File: src/rtl/mul8u_err_monitor_pkg.sv
// rtl/mul8u_err_monitor_pkg.sv - shared types, widths and drain length for the error monitor (ERRMON_SQ_EN)
package mul8u_errmon_pkg;

  typedef enum logic [1:0] {
    IDLE   = 2'd0,
    RUN    = 2'd1,
    DRAIN  = 2'd2,
    REPORT = 2'd3
  } state_e;

  // Cycles spent in DRAIN: one per pipeline stage behind the accept point
`ifdef ERRMON_SQ_EN
  localparam int DRAIN_CYCLES = 3;
`else
  localparam int DRAIN_CYCLES = 2;
`endif

  // Exact product / absolute error width
  function automatic int prod_w(input int w);
    return 2 * w;
  endfunction

  // Error sum over a full window of 2^samples_log2 samples cannot overflow
  function automatic int sum_w(input int w, input int samples_log2);
    return 2 * w + samples_log2;
  endfunction

  // Counts 0..N inclusive, so one bit wider than log2(N)
  function automatic int cnt_w(input int samples_log2);
    return samples_log2 + 1;
  endfunction

  // Sum of squared errors over a full window
  function automatic int sq_sum_w(input int w, input int samples_log2);
    return 4 * w + samples_log2;
  endfunction

endpackage

File: src/rtl/mul8u_err_monitor_if.sv
// rtl/mul8u_err_monitor_if.sv - sample/control/result bundle of the error monitor (ERRMON_SQ_EN)
interface mul8u_err_monitor_if #(
  parameter int W            = 8,
  parameter int SAMPLES_LOG2 = 16
);

  logic                        start;
  logic                        abort;
  logic                        in_valid;
  logic                        in_ready;
  logic [W-1:0]                A;
  logic [W-1:0]                B;
  logic [2*W-1:0]              O;
  logic                        res_valid;
  logic                        res_ready;
  logic [2*W+SAMPLES_LOG2-1:0] err_sum;
  logic [2*W-1:0]              wce;
  logic [W-1:0]                wce_a;
  logic [W-1:0]                wce_b;
  logic [SAMPLES_LOG2:0]       err_cnt;
  logic                        busy;
`ifdef ERRMON_SQ_EN
  logic [4*W+SAMPLES_LOG2-1:0] err_sq_sum;
`endif

  modport master (
    output start, abort, in_valid, A, B, O, res_ready,
    input  in_ready, res_valid, err_sum, wce, wce_a, wce_b, err_cnt, busy
`ifdef ERRMON_SQ_EN
    , input err_sq_sum
`endif
  );

  modport slave (
    input  start, abort, in_valid, A, B, O, res_ready,
    output in_ready, res_valid, err_sum, wce, wce_a, wce_b, err_cnt, busy
`ifdef ERRMON_SQ_EN
    , output err_sq_sum
`endif
  );

endinterface

File: src/rtl/mul8u_err_calc.sv
// rtl/mul8u_err_calc.sv - fixed-latency pipeline turning (A, B, O) into |O - A*B| and a mismatch flag (ERRMON_SQ_EN)
module mul8u_err_calc #(
  parameter int W = 8
) (
  input  logic           clk,
  input  logic           rst_n,
  input  logic           flush_i,
  input  logic           in_valid_i,
  input  logic [W-1:0]   a_i,
  input  logic [W-1:0]   b_i,
  input  logic [2*W-1:0] o_i,
  output logic           out_valid_o,
  output logic [2*W-1:0] err_o,
  output logic           ne_o,
  output logic [W-1:0]   a_o,
  output logic [W-1:0]   b_o
`ifdef ERRMON_SQ_EN
  , output logic [4*W-1:0] sq_o
`endif
);

  localparam int P_W = 2 * W;

  logic           s1_valid_q;
  logic [W-1:0]   s1_a_q, s1_b_q;
  logic [P_W-1:0] s1_o_q, s1_p_q;
  logic [P_W-1:0] s1_p_d;

  logic           s2_valid_q;
  logic [W-1:0]   s2_a_q, s2_b_q;
  logic [P_W-1:0] s2_err_q;
  logic           s2_ne_q;
  logic [P_W-1:0] s2_err_d;
  logic           s2_ne_d;

  // Exact reference product for the incoming operands
  always_comb begin
    s1_p_d = P_W'(a_i) * P_W'(b_i);
  end

  // Absolute error, taking the subtraction in whichever direction is non-negative
  always_comb begin
    s2_ne_d  = (s1_o_q != s1_p_q);
    s2_err_d = (s1_o_q >= s1_p_q) ? (s1_o_q - s1_p_q) : (s1_p_q - s1_o_q);
  end

  // Stage 1: capture operands, approximate and exact products
  always_ff @(posedge clk or negedge rst_n) begin
    if (!rst_n) begin
      s1_valid_q <= 1'b0;
      s1_a_q     <= '0;
      s1_b_q     <= '0;
      s1_o_q     <= '0;
      s1_p_q     <= '0;
    end else begin
      s1_valid_q <= in_valid_i & ~flush_i;
      s1_a_q     <= a_i;
      s1_b_q     <= b_i;
      s1_o_q     <= o_i;
      s1_p_q     <= s1_p_d;
    end
  end

  // Stage 2: capture error magnitude and mismatch flag
  always_ff @(posedge clk or negedge rst_n) begin
    if (!rst_n) begin
      s2_valid_q <= 1'b0;
      s2_a_q     <= '0;
      s2_b_q     <= '0;
      s2_err_q   <= '0;
      s2_ne_q    <= 1'b0;
    end else begin
      s2_valid_q <= s1_valid_q & ~flush_i;
      s2_a_q     <= s1_a_q;
      s2_b_q     <= s1_b_q;
      s2_err_q   <= s2_err_d;
      s2_ne_q    <= s2_ne_d;
    end
  end

`ifdef ERRMON_SQ_EN
  logic           s3_valid_q;
  logic [W-1:0]   s3_a_q, s3_b_q;
  logic [P_W-1:0] s3_err_q;
  logic           s3_ne_q;
  logic [2*P_W-1:0] s3_sq_q;
  logic [2*P_W-1:0] s3_sq_d;

  // Squared error for the MSE accumulator
  always_comb begin
    s3_sq_d = (2*P_W)'(s2_err_q) * (2*P_W)'(s2_err_q);
  end

  // Stage 3: square the error, delay the remaining fields to match
  always_ff @(posedge clk or negedge rst_n) begin
    if (!rst_n) begin
      s3_valid_q <= 1'b0;
      s3_a_q     <= '0;
      s3_b_q     <= '0;
      s3_err_q   <= '0;
      s3_ne_q    <= 1'b0;
      s3_sq_q    <= '0;
    end else begin
      s3_valid_q <= s2_valid_q & ~flush_i;
      s3_a_q     <= s2_a_q;
      s3_b_q     <= s2_b_q;
      s3_err_q   <= s2_err_q;
      s3_ne_q    <= s2_ne_q;
      s3_sq_q    <= s3_sq_d;
    end
  end

  assign out_valid_o = s3_valid_q;
  assign err_o       = s3_err_q;
  assign ne_o        = s3_ne_q;
  assign a_o         = s3_a_q;
  assign b_o         = s3_b_q;
  assign sq_o        = s3_sq_q;
`else
  assign out_valid_o = s2_valid_q;
  assign err_o       = s2_err_q;
  assign ne_o        = s2_ne_q;
  assign a_o         = s2_a_q;
  assign b_o         = s2_b_q;
`endif

endmodule

File: src/rtl/mul8u_err_monitor.sv
// rtl/mul8u_err_monitor.sv - windowed error statistics (sum, worst case, count) for an approximate 8x8 multiplier (ERRMON_SQ_EN)
module mul8u_err_monitor
  import mul8u_errmon_pkg::*;
#(
  parameter int W            = 8,
  parameter int SAMPLES_LOG2 = 16
) (
  input logic                clk,
  input logic                rst_n,
  mul8u_err_monitor_if.slave bus
);

  localparam int P_W = prod_w(W);
  localparam int S_W = sum_w(W, SAMPLES_LOG2);
  localparam int C_W = cnt_w(SAMPLES_LOG2);
  localparam logic [C_W-1:0] LAST_IDX  = C_W'((1 << SAMPLES_LOG2) - 1);
  localparam logic [1:0]     DRAIN_END = 2'(DRAIN_CYCLES - 1);

  state_e         state_q, state_d;
  logic [C_W-1:0] smp_cnt_q, smp_cnt_d;
  logic [1:0]     drain_cnt_q, drain_cnt_d;
  logic           in_ready;
  logic           accept;
  logic           acc_clear;

  logic           c_valid;
  logic [P_W-1:0] c_err;
  logic           c_ne;
  logic [W-1:0]   c_a, c_b;

  logic [S_W-1:0] err_sum_q, err_sum_d;
  logic [P_W-1:0] wce_q, wce_d;
  logic [W-1:0]   wce_a_q, wce_a_d;
  logic [W-1:0]   wce_b_q, wce_b_d;
  logic [C_W-1:0] err_cnt_q, err_cnt_d;

  assign accept    = bus.in_valid & in_ready;
  assign acc_clear = (state_q == IDLE) & bus.start & ~bus.abort;

  mul8u_err_calc #(.W(W)) u_calc (
    .clk         (clk),
    .rst_n       (rst_n),
    .flush_i     (bus.abort),
    .in_valid_i  (accept),
    .a_i         (bus.A),
    .b_i         (bus.B),
    .o_i         (bus.O),
    .out_valid_o (c_valid),
    .err_o       (c_err),
    .ne_o        (c_ne),
    .a_o         (c_a),
    .b_o         (c_b)
`ifdef ERRMON_SQ_EN
    , .sq_o      (c_sq)
`endif
  );

`ifdef ERRMON_SQ_EN
  localparam int Q_W = sq_sum_w(W, SAMPLES_LOG2);
  logic [2*P_W-1:0] c_sq;
  logic [Q_W-1:0]   sq_sum_q, sq_sum_d;

  // Squared-error accumulator follows the same clear/update rules as err_sum
  always_comb begin
    sq_sum_d = sq_sum_q;
    if (acc_clear) begin
      sq_sum_d = '0;
    end else if (c_valid) begin
      sq_sum_d = sq_sum_q + Q_W'(c_sq);
    end
  end

  // Squared-error accumulator register
  always_ff @(posedge clk or negedge rst_n) begin
    if (!rst_n) begin
      sq_sum_q <= '0;
    end else begin
      sq_sum_q <= sq_sum_d;
    end
  end

  assign bus.err_sq_sum = sq_sum_q;
`endif

  // State and counter registers
  always_ff @(posedge clk or negedge rst_n) begin
    if (!rst_n) begin
      state_q     <= IDLE;
      smp_cnt_q   <= '0;
      drain_cnt_q <= '0;
    end else begin
      state_q     <= state_d;
      smp_cnt_q   <= smp_cnt_d;
      drain_cnt_q <= drain_cnt_d;
    end
  end

  // Next state; abort overrides everything, including a simultaneous start
  always_comb begin
    state_d     = state_q;
    smp_cnt_d   = smp_cnt_q;
    drain_cnt_d = '0;
    if (bus.abort) begin
      state_d = IDLE;
    end else begin
      case (state_q)
        IDLE: begin
          if (bus.start) begin
            state_d   = RUN;
            smp_cnt_d = '0;
          end
        end
        RUN: begin
          if (accept) begin
            smp_cnt_d = smp_cnt_q + 1'b1;
            if (smp_cnt_q == LAST_IDX) begin
              state_d = DRAIN;
            end
          end
        end
        DRAIN: begin
          drain_cnt_d = drain_cnt_q + 1'b1;
          if (drain_cnt_q == DRAIN_END) begin
            state_d     = REPORT;
            drain_cnt_d = '0;
          end
        end
        REPORT: begin
          if (bus.res_ready) begin
            state_d = IDLE;
          end
        end
        default: state_d = IDLE;
      endcase
    end
  end

  // Moore outputs decoded from the current state
  always_comb begin
    in_ready      = (state_q == RUN);
    bus.in_ready  = in_ready;
    bus.res_valid = (state_q == REPORT);
    bus.busy      = (state_q != IDLE);
  end

  // Accumulator next values; strict '>' keeps the earliest worst-case sample on ties
  always_comb begin
    err_sum_d = err_sum_q;
    wce_d     = wce_q;
    wce_a_d   = wce_a_q;
    wce_b_d   = wce_b_q;
    err_cnt_d = err_cnt_q;
    if (acc_clear) begin
      err_sum_d = '0;
      wce_d     = '0;
      wce_a_d   = '0;
      wce_b_d   = '0;
      err_cnt_d = '0;
    end else if (c_valid) begin
      err_sum_d = err_sum_q + S_W'(c_err);
      err_cnt_d = err_cnt_q + C_W'(c_ne);
      if (c_err > wce_q) begin
        wce_d   = c_err;
        wce_a_d = c_a;
        wce_b_d = c_b;
      end
    end
  end

  // Accumulator registers; they survive abort and are only cleared by start
  always_ff @(posedge clk or negedge rst_n) begin
    if (!rst_n) begin
      err_sum_q <= '0;
      wce_q     <= '0;
      wce_a_q   <= '0;
      wce_b_q   <= '0;
      err_cnt_q <= '0;
    end else begin
      err_sum_q <= err_sum_d;
      wce_q     <= wce_d;
      wce_a_q   <= wce_a_d;
      wce_b_q   <= wce_b_d;
      err_cnt_q <= err_cnt_d;
    end
  end

  assign bus.err_sum = err_sum_q;
  assign bus.wce     = wce_q;
  assign bus.wce_a   = wce_a_q;
  assign bus.wce_b   = wce_b_q;
  assign bus.err_cnt = err_cnt_q;

endmodule

File: src/flat_wrapper.sv
// flat-port wrapper written by rule: the top's interface ports become plain ports
module mul8u_err_monitor_flat import mul8u_errmon_pkg::*;
#(
  parameter int W            = 8,
  parameter int SAMPLES_LOG2 = 16
)
  (clk, rst_n, bus_start, bus_abort, bus_in_valid, bus_A, bus_B, bus_O, bus_res_ready, bus_in_ready, bus_res_valid, bus_err_sum, bus_wce, bus_wce_a, bus_wce_b, bus_err_cnt, bus_busy);
  mul8u_err_monitor_if #(.W(W), .SAMPLES_LOG2(SAMPLES_LOG2)) bus_i ();
  input logic clk;
  input logic rst_n;
  input wire logic [$bits(bus_i.start)-1:0] bus_start;
  input wire logic [$bits(bus_i.abort)-1:0] bus_abort;
  input wire logic [$bits(bus_i.in_valid)-1:0] bus_in_valid;
  input wire logic [$bits(bus_i.A)-1:0] bus_A;
  input wire logic [$bits(bus_i.B)-1:0] bus_B;
  input wire logic [$bits(bus_i.O)-1:0] bus_O;
  input wire logic [$bits(bus_i.res_ready)-1:0] bus_res_ready;
  output wire logic [$bits(bus_i.in_ready)-1:0] bus_in_ready;
  output wire logic [$bits(bus_i.res_valid)-1:0] bus_res_valid;
  output wire logic [$bits(bus_i.err_sum)-1:0] bus_err_sum;
  output wire logic [$bits(bus_i.wce)-1:0] bus_wce;
  output wire logic [$bits(bus_i.wce_a)-1:0] bus_wce_a;
  output wire logic [$bits(bus_i.wce_b)-1:0] bus_wce_b;
  output wire logic [$bits(bus_i.err_cnt)-1:0] bus_err_cnt;
  output wire logic [$bits(bus_i.busy)-1:0] bus_busy;
  assign bus_i.start = bus_start;
  assign bus_i.abort = bus_abort;
  assign bus_i.in_valid = bus_in_valid;
  assign bus_i.A = bus_A;
  assign bus_i.B = bus_B;
  assign bus_i.O = bus_O;
  assign bus_i.res_ready = bus_res_ready;
  assign bus_in_ready = bus_i.in_ready;
  assign bus_res_valid = bus_i.res_valid;
  assign bus_err_sum = bus_i.err_sum;
  assign bus_wce = bus_i.wce;
  assign bus_wce_a = bus_i.wce_a;
  assign bus_wce_b = bus_i.wce_b;
  assign bus_err_cnt = bus_i.err_cnt;
  assign bus_busy = bus_i.busy;
  mul8u_err_monitor #(.W(W), .SAMPLES_LOG2(SAMPLES_LOG2)) u_core (.clk(clk), .rst_n(rst_n), .bus(bus_i));
endmodule
File: config.mk
export PLATFORM = sky130hd
export DESIGN_NAME = mul8u_err_monitor_flat
export DESIGN_NICKNAME = d
export VERILOG_FILES = /design/src/rtl/mul8u_err_monitor_pkg.sv /design/src/rtl/mul8u_err_monitor_if.sv /design/src/rtl/mul8u_err_calc.sv /design/src/rtl/mul8u_err_monitor.sv /design/src/flat_wrapper.sv
export SDC_FILE = /design/constraint.sdc
export NUM_CORES = 1
export LEC_CHECK = 0
export CAP_MARGIN = 30
export CORE_MARGIN = 8
export CORE_UTILIZATION = 30
export DETAILED_ROUTE_END_ITERATION = 8
export PLACE_DENSITY = 0.5
export SLEW_MARGIN = 10
export SYNTH_ARGS = -nofsm -noshare
export SYNTH_HDL_FRONTEND = slang
export SYNTH_HIERARCHICAL = 1
export SYNTH_SLANG_ARGS = --single-unit
File: constraint.sdc
create_clock -name clk -period 3.55 [get_ports clk]
set_input_delay 0.71 -clock clk [delete_from_list [all_inputs] [get_ports clk]]
set_output_delay 0.71 -clock clk [all_outputs]
set_load 0.005 [all_outputs]
==> flow_summary.json <==
{
  "status": "finished, violations left",
  "grt_max_degree": 110,
  "synthArstFlopShare_pct": 100,
  "ys_dominant_reg_cell": "dfrtp_1",
  "cts_tree": "done",
  "cp_max_fo": 4,
  "p_comb_share_pct": 52.1,
  "slowest_delay_ns": 0.54,
  "placed_cells": 1882,
  "grt_pass1_wl_mm": 48.5,
  "clk_path_buf_depth": 2,
  "maxSlewViolCount": 0,
  "fp.dieArea_um2": 45800,
  "initial_utilization_pct": 30.4,
  "relSlewSlack_pct": 46.5,
  "pin_count": 122,
  "max_freq_mhz": 254,
  "pwr-share-seq_pct": 28.8,
  "cap_violations": 0,
  "swShare_pct": 41.0,
  "worst_pin_slew_ns": 0.783,
  "clkLatencyLatePin_ns": 0.45,
  "cts_root_buf": "clkbuf_16",
  "cpMostUsedCell": "fa_1",
  "antenna_cells": 0,
  "io_buffers": 121,
  "p_total_mw": 9.96,
  "final_cell_mix": "dfrtp_1, nand2_1, inv_1",
  "synth_edf_count": 0,
  "final_net_count": 1576,
  "dieHeight_um": 214,
  "cts_buffers": 17,
  "rsz0062_at_grt": "true",
  "n_fill_cell": 3845,
  "ys_ff_latch": 185,
  "drt-wirelength-per-cell_um": 15.3,
  "ys_seq_area_share_pct": 39.4,
  "yosysUniqueCellTypes": 71,
  "drc": 0,
  "grt-ovfl-total": 0,
  "fin_ws_ns": -0.388,
  "critPathCaptureType": "register",
  "layout_commonest_cell": "dfrtp_1",
  "syn_inst": 1221,
  "clockPowerShare_pct": 19.2,
  "leakage_nw": 6.75,
  "critPathBufInv": 4,
  "required_ns": 3.91,
  "grt_pass1_vias": 9151,
  "layout_min_cycle_time_ns": 3.94,
  "tns_ns": -1.94,
  "path_class": "in -> reg",
  "grt_usage_pct": 12.9,
  "viasPerCell": 4.72,
  "std_cell_rows": 72,
  "drt_iter0_drc": 397,
  "finClkSkew_ns": 0.0125,
  "drtAntennaViolNets": 0,
  "crit_chain": "buf_8, buf_12, and2_4, fa_1, fa_1, fa_1, inv_1, fa_1, inv_2, ha_4, nor3_4, nor2_4, o41ai_4, or4b_1, o2111ai_2",
  "critical_path.top_delay_family": "adder cells",
  "design_area_um2": 14800,
  "final_core_util_pct": 38.4,
  "yosysWarnings": 6,
  "cp-start-kind": "input pin",
  "clkTransAtPathRegs_ns": 0.07,
  "vdd_drop_max_mv": 0.471,
  "hp-class": "in -> async",
  "coreArea_um2": 38600,
  "placed_area_um2": 14000,
  "drt_wl_total_mm": 29.5,
  "hold_viol": 0,
  "syn_nets": 1405,
  "hpwl_mm": 22.6,
  "slowest_stage": "or4b_1",
  "p_int_mw": 5.87,
  "drive_gt1_share_pct": 13.0,
  "drtPass1Iterations": 4,
  "powerDensity_nw_per_um2": 671,
  "syn_area_um2": 11800,
  "gp_congestion": 0.826,
  "syn_area_per_cell_um2": 9.63,
  "fp.dieW_um": 214,
  "cts.sinks": 185,
  "crit_arrival_ns": 4.30,
  "finalNonFillerCells": 1923,
  "violations": "negative setup slack",
  "vias": 9081,
  "setup_violations": 8,
  "hold_buffers": 0,
  "area_delta_synth_final_pct": 26.1,
  "finalCritPeriodShare_pct": 111,
  "antenna_found_initial": 1,
  "p_sw_mw": 4.08,
  "cts_htree_levels": 4
}
stage by stage:
stage	hold slack [ns]	setup WS [ns]
detailed placement	0.335	-1.35
floorplan	0.331	-0.530
global route	0.156	-0.475
finish	0.160	-0.388
CTS	0.352	-0.421
global placement	0.334	-1.32
state kept, by name (all words and copies together) (netlist names), 8 cells and up:
register / count
u_core/u_calc/err_o: 16
u_core/u_calc/b_o: 8
u_core/bus.wce: 16
u_core/u_calc/s1_p_q: 16
u_core/u_calc/s1_o_q: 16
u_core/u_calc/a_o: 8
u_core/u_calc/s1_a_q: 8
u_core/smp_cnt_q: 17
u_core/bus.wce_b: 8
u_core/bus.err_cnt: 17
u_core/bus.err_sum: 32
u_core/bus.wce_a: 8
u_core/u_calc/s1_b_q: 8
metal layers:
layer / vias to the layer above / track usage [%] / wire length (um)
li1: 4493 / - / -
met1: 4455 / 17.2 / 14100
met2: 112 / 20.6 / 14000
met3: 21 / 2.79 / 1070
met4: 0 / 3.64 / 361
met5: - / 0 / 0
final cells by class:
type | count | area, um^2 | area share (%)
Multi-Input combinational cell | 884 | 6750 | 45.5
Sequential cell | 185 | 4630 | 31.2
Clock buffer | 17 | 425 | 2.87
Tap cell | 518 | 648 | 4.37
Clock inverter | 15 | 156 | 1.05
Inverter | 115 | 432 | 2.91
Timing Repair Buffer | 189 | 1790 | 12.1
synthesized netlist by cell type (4+ instances only):
cell type / n / area (um^2)
xnor2_1: 37 / 324
ha_1: 107 / 1340
o21ai_1: 4 / 20.0
buf_6: 4 / 45.0
buf_4: 4 / 30.0
and2_1: 51 / 319
buf_2: 8 / 40.0
o31ai_1: 7 / 52.6
nor2b_1: 7 / 43.8
o211ai_1: 5 / 37.5
and3_1: 6 / 37.5
nor2_1: 90 / 338
o21bai_1: 8 / 60.1
nand3b_1: 5 / 37.5
a21o_1: 11 / 82.6
nand3_1: 56 / 280
inv_1: 115 / 432
nand4_1: 22 / 138
or3_1: 12 / 75.1
a211oi_1: 4 / 30.0
clkbuf_1: 18 / 67.6
dfrtp_1: 185 / 4630
o21ai_0: 79 / 395
mux2i_1: 30 / 300
nand2_1: 115 / 432
a31oi_1: 6 / 37.5
nand2b_1: 11 / 68.8
xor2_1: 32 / 280
fa_1: 39 / 781
a21oi_1: 71 / 355
nor3_1: 10 / 50.1
power by group through the flow:
stage	registers, mW	clock network (mW)	logic [mW]
2_1_floorplan	2.76	0	3.42
3_3_place_gp	2.91	0	4.84
3_5_place_dp	2.92	0	4.87
4_1_cts	2.88	1.99	5.03
5_1_grt	2.91	2.06	5.80
6_report	2.86	1.91	5.18
worst paths after layout:
kind                                                 endpoint  slack [ns]  cells past startpoint                              start
setup reg to reg           u_core/bus.err_sum[20]$_DFFE_PN0P_        0.60                     10  u_core/bus.err_sum[0]$_DFFE_PN0P_
max in group asynchronous   u_core/u_calc/s1_o_q[8]$_DFF_PN0_        2.68                      2                              rst_n
setup / recovery           u_core/u_calc/s1_p_q[12]$_DFF_PN0_       -0.39                     15                           bus_B[5]
hold reg to reg                u_core/u_calc/b_o[1]$_DFF_PN0_        0.35                      0  u_core/u_calc/s1_b_q[1]$_DFF_PN0_
min in group clk               u_core/u_calc/b_o[1]$_DFF_PN0_        0.35                      0  u_core/u_calc/s1_b_q[1]$_DFF_PN0_
hold / removal              u_core/bus.err_cnt[6]$_DFFE_PN0P_        0.16                      1                              rst_n
cells by family after synthesis:
kind of cell	share of synthesized area (%)
buffers and inverters	5.63
AOI/OAI and AO/OA	12.4
adders and majority gates	18.0
xor gates and xnor gates	5.14
DFF	39.4
muxes	2.55
and+or+nand+nor	16.9
timing repair:
item                       CTS  global route
setup endpoints to repair   11             9
resized for setup           78            44
cloned                       0             0
buffers inserted             9             4
pin swaps                   31            23
(Power assumes the default switching activity.)
